## config.mk

```make
export PLATFORM = sky130hd
export DESIGN_NAME = psum_writeback_flat
export DESIGN_NICKNAME = d
export VERILOG_FILES = /design/src/rtl/psum_writeback_pkg.sv /design/src/rtl/psum_writeback_if.sv /design/src/rtl/psum_writeback_pack_hold.sv /design/src/rtl/psum_writeback.sv /design/src/flat_wrapper.sv
export SDC_FILE = /design/constraint.sdc
export NUM_CORES = 1
export LEC_CHECK = 0
export ABC_CLOCK_PERIOD_IN_PS = 2750
export CAP_MARGIN = 20
export CELL_PAD_IN_SITES_DETAIL_PLACEMENT = 2
export CELL_PAD_IN_SITES_GLOBAL_PLACEMENT = 2
export CORE_AREA = 10 10 134 136
export DETAILED_ROUTE_END_ITERATION = 10
export DIE_AREA = 0 0 144 146
export PLACE_DENSITY_LB_ADDON = 0.1
export SLEW_MARGIN = 20
export SYNTH_ARGS = -nofsm -noshare
export SYNTH_HDL_FRONTEND = slang
export SYNTH_SLANG_ARGS = --single-unit
export TNS_END_PERCENT = 10
```

## constraint.sdc

```tcl
create_clock -name i_clk -period 2.75 [get_ports i_clk]
set_input_delay 0.4125 -clock i_clk [delete_from_list [all_inputs] [get_ports i_clk]]
set_output_delay 0.4125 -clock i_clk [all_outputs]
set_load 0.05 [all_outputs]
```

## src/rtl/psum_writeback_pkg.sv

```systemverilog
// Shared PE control types for the psum write-back path: psum modes, the
// pad-write record, half-write masks and the pack/hold FSM states.
package psum_writeback_pkg;

    localparam int P_DWD     = 8;
    localparam int P_PSUMDWD = 16;
    localparam int P_PEROW   = 3;
    localparam int P_ADDRWD  = 5;

    localparam logic [1:0] MASK_LO   = 2'b01;
    localparam logic [1:0] MASK_HI   = 2'b10;
    localparam logic [1:0] MASK_FULL = 2'b11;

    // Encodings match the fetch path: 1 selects the packed D16 layout.
    typedef enum logic {
        PSUM_FULL = 1'b0,
        PSUM_D16  = 1'b1
    } psum_mode_e;

    typedef enum logic {
        IDLE = 1'b0,
        HELD = 1'b1
    } wb_state_e;

    typedef struct packed {
        logic [P_ADDRWD-1:0]                waddr;
        logic [P_PEROW-1:0][P_PSUMDWD-1:0]  wdata;
        logic [1:0]                         wmask;
    } ppwr_t;

    // Inverse of the fetch-side split: upper half is what word>>DWD returns.
    function automatic logic [P_PSUMDWD-1:0] pack_halves(input logic [P_DWD-1:0] hi,
                                                         input logic [P_DWD-1:0] lo);
        return {hi, lo};
    endfunction

endpackage

```

## src/rtl/psum_writeback_if.sv

```systemverilog
// Handshake buses around the write-back block: the SS-stage beat channel
// and the psum pad write port.
interface psum_ss_if #(
    parameter int PEROW   = psum_writeback_pkg::P_PEROW,
    parameter int PSUMDWD = psum_writeback_pkg::P_PSUMDWD,
    parameter int ADDRWD  = psum_writeback_pkg::P_ADDRWD
);
    logic                           rdy;
    logic                           ack;
    logic [PEROW-1:0][PSUMDWD-1:0]  psum;
    logic [ADDRWD-1:0]              addr;
    logic                           psum_mode;
    logic                           psum_parity;
    logic                           last;

    modport master (output rdy, psum, addr, psum_mode, psum_parity, last, input ack);
    modport slave  (input rdy, psum, addr, psum_mode, psum_parity, last, output ack);
endinterface

interface psum_pp_if #(
    parameter int PEROW   = psum_writeback_pkg::P_PEROW,
    parameter int PSUMDWD = psum_writeback_pkg::P_PSUMDWD,
    parameter int ADDRWD  = psum_writeback_pkg::P_ADDRWD
);
    logic                           rdy;
    logic                           ack;
    logic [ADDRWD-1:0]              waddr;
    logic [PEROW-1:0][PSUMDWD-1:0]  wdata;
    logic [1:0]                     wmask;

    modport master (output rdy, waddr, wdata, wmask, input ack);
    modport slave  (input rdy, waddr, wdata, wmask, output ack);
endinterface

```

## src/rtl/psum_writeback_pack_hold.sv

```systemverilog
// Hold register for the parity-0 lower halves: keeps the halves and their
// address, compares the incoming address and forms flush / merged words.
module psum_pack_hold #(
    parameter int DWD     = psum_writeback_pkg::P_DWD,
    parameter int PSUMDWD = psum_writeback_pkg::P_PSUMDWD,
    parameter int PEROW   = psum_writeback_pkg::P_PEROW,
    parameter int ADDRWD  = psum_writeback_pkg::P_ADDRWD
) (
    input  logic                           clk,
    input  logic                           rst_n,
    input  logic                           capture,
    input  logic [PEROW-1:0][PSUMDWD-1:0]  psum,
    input  logic [ADDRWD-1:0]              addr,
    output logic [ADDRWD-1:0]              held_addr,
    output logic                           addr_match,
    output logic [PEROW-1:0][PSUMDWD-1:0]  flush_data,
    output logic [PEROW-1:0][PSUMDWD-1:0]  merge_data
);
    import psum_writeback_pkg::*;

    logic [PEROW-1:0][DWD-1:0] held_low_r;
    logic [ADDRWD-1:0]         held_addr_r;

    // Capture the truncated lower halves and their pad address
    always_ff @(posedge clk or negedge rst_n) begin
        if (!rst_n) begin
            held_low_r  <= '0;
            held_addr_r <= '0;
        end else if (capture) begin
            for (int r = 0; r < PEROW; r++) begin
                held_low_r[r] <= psum[r][DWD-1:0];
            end
            held_addr_r <= addr;
        end else begin
            held_low_r  <= held_low_r;
            held_addr_r <= held_addr_r;
        end
    end

    // Flush word carries only the held half; merge word pairs it with the new upper half
    always_comb begin
        flush_data = '0;
        merge_data = '0;
        for (int r = 0; r < PEROW; r++) begin
            flush_data[r] = pack_halves({DWD{1'b0}}, held_low_r[r]);
            merge_data[r] = pack_halves(psum[r][DWD-1:0], held_low_r[r]);
        end
    end

    assign held_addr  = held_addr_r;
    assign addr_match = (held_addr_r == addr);

endmodule

```

## src/rtl/psum_writeback.sv

```systemverilog
// Psum write-back: packs per-row partial sums (full width or D16 halves)
// into pad writes with per-half masks, behind rdy/ack on both sides.
module psum_writeback #(
    parameter int DWD     = psum_writeback_pkg::P_DWD,
    parameter int PSUMDWD = psum_writeback_pkg::P_PSUMDWD,
    parameter int PEROW   = psum_writeback_pkg::P_PEROW,
    parameter int ADDRWD  = psum_writeback_pkg::P_ADDRWD
) (
    input  logic              i_clk,
    input  logic              i_rst,
    psum_ss_if.slave          ss,
    psum_pp_if.master         pp,
    output logic [15:0]       o_wcnt,
    output logic              o_err
);
    import psum_writeback_pkg::*;

    wb_state_e  state_r;
    ppwr_t      out_r;
    logic       pp_rdy_r;
    logic       err_r;
    logic [15:0] wcnt_r;

    logic [ADDRWD-1:0]             held_addr_s;
    logic                          addr_match_s;
    logic [PEROW-1:0][PSUMDWD-1:0] flush_data_s;
    logic [PEROW-1:0][PSUMDWD-1:0] merge_data_s;
    logic [PEROW-1:0][PSUMDWD-1:0] lo_data_s;
    logic [PEROW-1:0][PSUMDWD-1:0] hi_data_s;

    logic       free_s;
    logic       d16_s;
    logic       pair_s;
    logic       flush_req_s;
    logic       ack_s;
    logic       take_s;
    logic       load_s;
    logic       capture_s;
    logic       err_set_s;
    ppwr_t      load_data_s;
    wb_state_e  state_nxt_s;

    psum_pack_hold #(
        .DWD     (DWD),
        .PSUMDWD (PSUMDWD),
        .PEROW   (PEROW),
        .ADDRWD  (ADDRWD)
    ) u_hold (
        .clk        (i_clk),
        .rst_n      (i_rst),
        .capture    (capture_s),
        .psum       (ss.psum),
        .addr       (ss.addr),
        .held_addr  (held_addr_s),
        .addr_match (addr_match_s),
        .flush_data (flush_data_s),
        .merge_data (merge_data_s)
    );

    // Single-half words for a lone lower half or an orphan upper half
    always_comb begin
        lo_data_s = '0;
        hi_data_s = '0;
        for (int r = 0; r < PEROW; r++) begin
            lo_data_s[r] = pack_halves({DWD{1'b0}}, ss.psum[r][DWD-1:0]);
            hi_data_s[r] = pack_halves(ss.psum[r][DWD-1:0], {DWD{1'b0}});
        end
    end

    // Beat decode: a held half must be flushed before anything but its matching upper half
    always_comb begin
        free_s      = !pp_rdy_r || pp.ack;
        d16_s       = (ss.psum_mode == PSUM_D16);
        pair_s      = d16_s && ss.psum_parity && addr_match_s;
        flush_req_s = (state_r == HELD) && ss.rdy && !pair_s;
        ack_s       = free_s && !flush_req_s;
        take_s      = ss.rdy && ack_s;
        load_s      = 1'b0;
        capture_s   = 1'b0;
        err_set_s   = 1'b0;
        load_data_s = '0;
        state_nxt_s = state_r;
        if (free_s && flush_req_s) begin
            load_s            = 1'b1;
            load_data_s.waddr = held_addr_s;
            load_data_s.wdata = flush_data_s;
            load_data_s.wmask = MASK_LO;
            err_set_s         = d16_s;
            state_nxt_s       = IDLE;
        end else if (take_s) begin
            if (!d16_s) begin
                load_s            = 1'b1;
                load_data_s.waddr = ss.addr;
                load_data_s.wdata = ss.psum;
                load_data_s.wmask = MASK_FULL;
            end else if (!ss.psum_parity) begin
                if (ss.last) begin
                    load_s            = 1'b1;
                    load_data_s.waddr = ss.addr;
                    load_data_s.wdata = lo_data_s;
                    load_data_s.wmask = MASK_LO;
                end else begin
                    capture_s   = 1'b1;
                    state_nxt_s = HELD;
                end
            end else if (state_r == HELD) begin
                load_s            = 1'b1;
                load_data_s.waddr = held_addr_s;
                load_data_s.wdata = merge_data_s;
                load_data_s.wmask = MASK_FULL;
                state_nxt_s       = IDLE;
            end else begin
                load_s            = 1'b1;
                load_data_s.waddr = ss.addr;
                load_data_s.wdata = hi_data_s;
                load_data_s.wmask = MASK_HI;
                err_set_s         = 1'b1;
            end
        end else begin
            load_s = 1'b0;
        end
    end

    // FSM state, pending-write register, sticky error and write counter
    always_ff @(posedge i_clk or negedge i_rst) begin
        if (!i_rst) begin
            state_r  <= IDLE;
            out_r    <= '0;
            pp_rdy_r <= 1'b0;
            err_r    <= 1'b0;
            wcnt_r   <= 16'd0;
        end else begin
            state_r <= state_nxt_s;
            if (load_s) begin
                out_r    <= load_data_s;
                pp_rdy_r <= 1'b1;
            end else if (pp.ack) begin
                pp_rdy_r <= 1'b0;
            end else begin
                pp_rdy_r <= pp_rdy_r;
            end
            if (err_set_s) begin
                err_r <= 1'b1;
            end else begin
                err_r <= err_r;
            end
            if (pp_rdy_r && pp.ack && (wcnt_r != 16'hffff)) begin
                wcnt_r <= wcnt_r + 16'd1;
            end else begin
                wcnt_r <= wcnt_r;
            end
        end
    end

    assign ss.ack   = ack_s;
    assign pp.rdy   = pp_rdy_r;
    assign pp.waddr = out_r.waddr;
    assign pp.wdata = out_r.wdata;
    assign pp.wmask = out_r.wmask;
    assign o_wcnt   = wcnt_r;
    assign o_err    = err_r;

endmodule

```

## src/flat_wrapper.sv

```systemverilog
// flat-port wrapper written by rule: the top's interface ports become plain ports
module psum_writeback_flat import psum_writeback_pkg::*;
#(
    parameter int DWD     = psum_writeback_pkg::P_DWD,
    parameter int PSUMDWD = psum_writeback_pkg::P_PSUMDWD,
    parameter int PEROW   = psum_writeback_pkg::P_PEROW,
    parameter int ADDRWD  = psum_writeback_pkg::P_ADDRWD
)
  (i_clk, i_rst, o_wcnt, o_err, ss_rdy, ss_psum, ss_addr, ss_psum_mode, ss_psum_parity, ss_last, ss_ack, pp_rdy, pp_waddr, pp_wdata, pp_wmask, pp_ack);
  psum_ss_if #(.PEROW(PEROW), .PSUMDWD(PSUMDWD), .ADDRWD(ADDRWD)) ss_i ();
  psum_pp_if #(.PEROW(PEROW), .PSUMDWD(PSUMDWD), .ADDRWD(ADDRWD)) pp_i ();
  input  logic i_clk;
  input  logic i_rst;
  output logic [15:0] o_wcnt;
  output logic o_err;
  input wire logic [$bits(ss_i.rdy)-1:0] ss_rdy;
  input wire logic [$bits(ss_i.psum)-1:0] ss_psum;
  input wire logic [$bits(ss_i.addr)-1:0] ss_addr;
  input wire logic [$bits(ss_i.psum_mode)-1:0] ss_psum_mode;
  input wire logic [$bits(ss_i.psum_parity)-1:0] ss_psum_parity;
  input wire logic [$bits(ss_i.last)-1:0] ss_last;
  output wire logic [$bits(ss_i.ack)-1:0] ss_ack;
  output wire logic [$bits(pp_i.rdy)-1:0] pp_rdy;
  output wire logic [$bits(pp_i.waddr)-1:0] pp_waddr;
  output wire logic [$bits(pp_i.wdata)-1:0] pp_wdata;
  output wire logic [$bits(pp_i.wmask)-1:0] pp_wmask;
  input wire logic [$bits(pp_i.ack)-1:0] pp_ack;
  assign ss_i.rdy = ss_rdy;
  assign ss_i.psum = ss_psum;
  assign ss_i.addr = ss_addr;
  assign ss_i.psum_mode = ss_psum_mode;
  assign ss_i.psum_parity = ss_psum_parity;
  assign ss_i.last = ss_last;
  assign ss_ack = ss_i.ack;
  assign pp_rdy = pp_i.rdy;
  assign pp_waddr = pp_i.waddr;
  assign pp_wdata = pp_i.wdata;
  assign pp_wmask = pp_i.wmask;
  assign pp_i.ack = pp_ack;
  psum_writeback #(.DWD(DWD), .PSUMDWD(PSUMDWD), .PEROW(PEROW), .ADDRWD(ADDRWD)) u_core (.i_clk(i_clk), .i_rst(i_rst), .ss(ss_i), .pp(pp_i), .o_wcnt(o_wcnt), .o_err(o_err));
endmodule
```

==> flow_summary.json <==
{
  "ys_async_sr_fraction": 1.00,
  "worstRegToRegCells": 5,
  "crit_arrival_ps": 2090,
  "drtPass1Iterations": 3,
  "synth_compound_area_frac": 0.182,
  "holdWs_ps": 60.9,
  "cts_buffers": 9,
  "switching_share": 0.379,
  "timing.rr.end": "u_core.o_wcnt[1]$_DFFE_PN0P_",
  "r2r_start": "u_core.o_wcnt[0]$_DFFE_PN0P_",
  "rsz0062_at_grt": "no",
  "io_pins": 134,
  "area_growth_pct": 38.3,
  "cp-startpoint": "ss_addr[2]",
  "vias_per_cell": 5.26,
  "p_switching_mw": 2.00,
  "worst_slack_ps": 248,
  "met2_length_um": 8480,
  "slew_violations": 0,
  "p_int_mw": 3.27,
  "wl_met3_um": 903,
  "dieArea_mm2": 0.0210,
  "critPathTopFamily": "buffers and inverters",
  "grtUsageTotal": 0.170,
  "core_area_mm2": 0.0155,
  "synth_xor_area_frac": 0.0326,
  "diodes": 0,
  "netlist_area_mm2": 0.00483,
  "die_x_um": 144,
  "tns_ps": 0,
  "gp_congestion": 0.762,
  "p_comb_frac": 0.361,
  "layout.nets": 633,
  "p_clk_frac": 0.249,
  "max_freq_mhz": 400,
  "max-slew-margin-rel": 0.569,
  "slowest_delay_ps": 460,
  "synth_top_family_by_area": "compound AO/OA/AOI/OAI gates",
  "grt_start_max_net_pins": 41,
  "grt.overflow.total": 0,
  "port_buffers": 133,
  "top_layer_used": "met4",
  "worst_setup_path_end_kind": "output pin",
  "fin_crit_ps": 2500,
  "path_cells": "clkdlybuf4s50_1 > xor2_1 > nor4_4 > a21boi_1 > a21oi_1 > buf_12",
  "slowest_stage": "clkdlybuf4s50_1",
  "wirelength_met1_um": 7810,
  "ys_warn_count": 0,
  "syn-instance-count": 445,
  "grt_pass1_vias": 4769,
  "grt_first_pass_wirelength_um": 28200,
  "p_seq_frac": 0.389,
  "path_max_fanout": 3,
  "htreeDepth": 3,
  "pre_cts_ws_ps": 127,
  "min_period_over_period": 0.910,
  "avgSynthCellArea_um2": 10.9,
  "clkSinkCount": 103,
  "cts_tree": "yes",
  "skew_ps": 9.32,
  "antenna_found_initial": 0,
  "leakage_nw": 2.89,
  "cp.required_ps": 2340,
  "power.density_mw_per_mm2": 788,
  "drive_above_1_share": 0.127,
  "synthFlopType": "dfrtp_1",
  "yosysUniqueCellTypes": 53,
  "die_h_um": 146,
  "cp.depth": 6,
  "syn_nets": 506,
  "synth_edf_count": 0,
  "drt_drc_violations_left": 0,
  "finalHoldViolCount": 0,
  "vdd_drop_max_mv": 0.282,
  "mostFrequentLayoutCell": "clkdlybuf4s50_1",
  "yosysSeqAreaShare": 0.533,
  "hpwl_um": 12100,
  "yosys.area_share.simple": 0.116,
  "drt-total-wl_um": 17400,
  "crit_type": "input port to output pin",
  "path_buf_inv": 2,
  "layout_common_cells": "131 x clkdlybuf4s50_1, 103 x dfrtp_1, 57 x a21oi_1",
  "cap_violations": 0,
  "antenna_left": 0,
  "row_count": 46,
  "crit_end": "ss_ack",
  "initial_core_util": 0.312,
  "clock_path_buffers": 2,
  "p_total_mw": 5.27,
  "min_path_type": "input port to async pin",
  "clkSlewWorstSetupHoldPaths_ps": 70,
  "regToRegSetupSlack_ps": 740,
  "yosys.area_share.adder": 0.00259,
  "worst_setup_path_start_kind": "input port",
  "drtIter0Drc": 224,
  "hold_buffers": 0,
  "synth_mux_area_frac": 0.0948,
  "postSynthRegisterBits": 103,
  "wl_per_cell_um": 22.7,
  "cts-root-buf": "clkbuf_16",
  "post-route-util": 0.432,
  "vias": 4036,
  "insertion_delay_ps": 350,
  "setup_viol": 0,
  "outcome": "finished, final reports clean",
  "worstMarginPinSlew_ps": 646
}
==> area by class of cell <==
| cell class | instances | area, µm² |
|---|---|---|
| Fill cell | 1600 | 8800 |
| Sequential cell | 103 | 2580 |
| Multi-Input combinational cell | 309 | 2080 |
| Timing Repair Buffer | 145 | 1480 |
| Clock buffer | 12 | 246 |
| Tap cell | 192 | 240 |
| Clock inverter | 3 | 43.8 |
| Inverter | 4 | 15.0 |
==> per-stage QoR <==
step,std cells,cell area (µm²)
6_report,768,6680
4_1_cts,768,6670
3_3_place_gp,753,6380
2_1_floorplan,445,4830
5_1_grt,768,6680
3_5_place_dp,753,6380
==> what timing repair did <==
| item | 4_1_cts | 5_1_grt |
|---|---|---|
| buffers inserted | 0 | 0 |
| gates resized for setup | 0 | 1 |
| setup endpoints to repair | 0 | 1 |
==> per-layer routing <==
layer,vias to the layer above,global-route usage
met5,-,0
met4,0,0.0511
met3,14,0.0395
met2,86,0.278
met1,2090,0.216
li1,1846,-
==> cells by family (layout without fill, tap and decap cells) <==
group | after synthesis | after routing
xor+xnor | 18 | 18
flops | 103 | 103
mux | 31 | 31
compound gates | 152 | 152
simple gates | 107 | 107
fa+ha+maj | 1 | 1
buf+inv | 33 | 164
==> flip-flops by register name, summed over array words and instances, names as in the netlist <==
name / count
u_core.pp.wmask: 2
u_core.u_hold.flush_data: 24
u_core.o_wcnt: 16
u_core.state_r: 1
u_core.pp.wdata: 48
u_core.pp.rdy: 1
u_core.u_hold.held_addr: 5
u_core.o_err: 1
u_core.pp.waddr: 5
==> worst min path at each step <==
stage / from / endpoint / slack [ps]
finish: i_rst / u_core.u_hold.flush_data[38]$_DFFE_PN0P_ / 60
floorplan: i_rst / u_core.o_err$_DFFE_PN0P_ / 120
CTS: i_rst / u_core.pp.wdata[24]$_DFFE_PN0P_ / 70
detailed placement: i_rst / u_core.pp.wdata[40]$_DFFE_PN0P_ / 450
global route: i_rst / u_core.pp.wdata[35]$_DFFE_PN0P_ / 100
global placement: i_rst / u_core.pp.wdata[40]$_DFFE_PN0P_ / 450
==> cells in the mapped netlist, types with 4 or more instances <==
cell type  instances  area share
buf_6              6       0.014
nor2_1            30       0.023
nand2_1           37       0.029
clkbuf_1          13       0.010
a22oi_1           24       0.037
nand4_1            4      0.0052
mux2_4            29       0.090
buf_2              7      0.0072
o21ai_1           21       0.022
xor2_1            15       0.027
o21ai_0           31       0.032
nand3_1            8      0.0083
dfrtp_1          103        0.53
a21oi_1           57       0.059
==> power groups by stage <==
stage               logic (mW)  registers [mW]  clock network [mW]
finish                    1.90            2.05                1.31
global route              2.02            2.10                1.41
CTS                       1.93            2.05                1.36
detailed placement        1.92            2.07                   0
global placement          1.87            2.06                   0
floorplan                0.526            2.68                   0
==> worst reg2reg max path, cell delays in order, from the launching register on <==
cell	delay, ps
dfrtp_1	420
ha_1	190
and3_1	300
and4_1	520
a21boi_2	140
mux2_1	330
(Power assumes the default switching activity.)
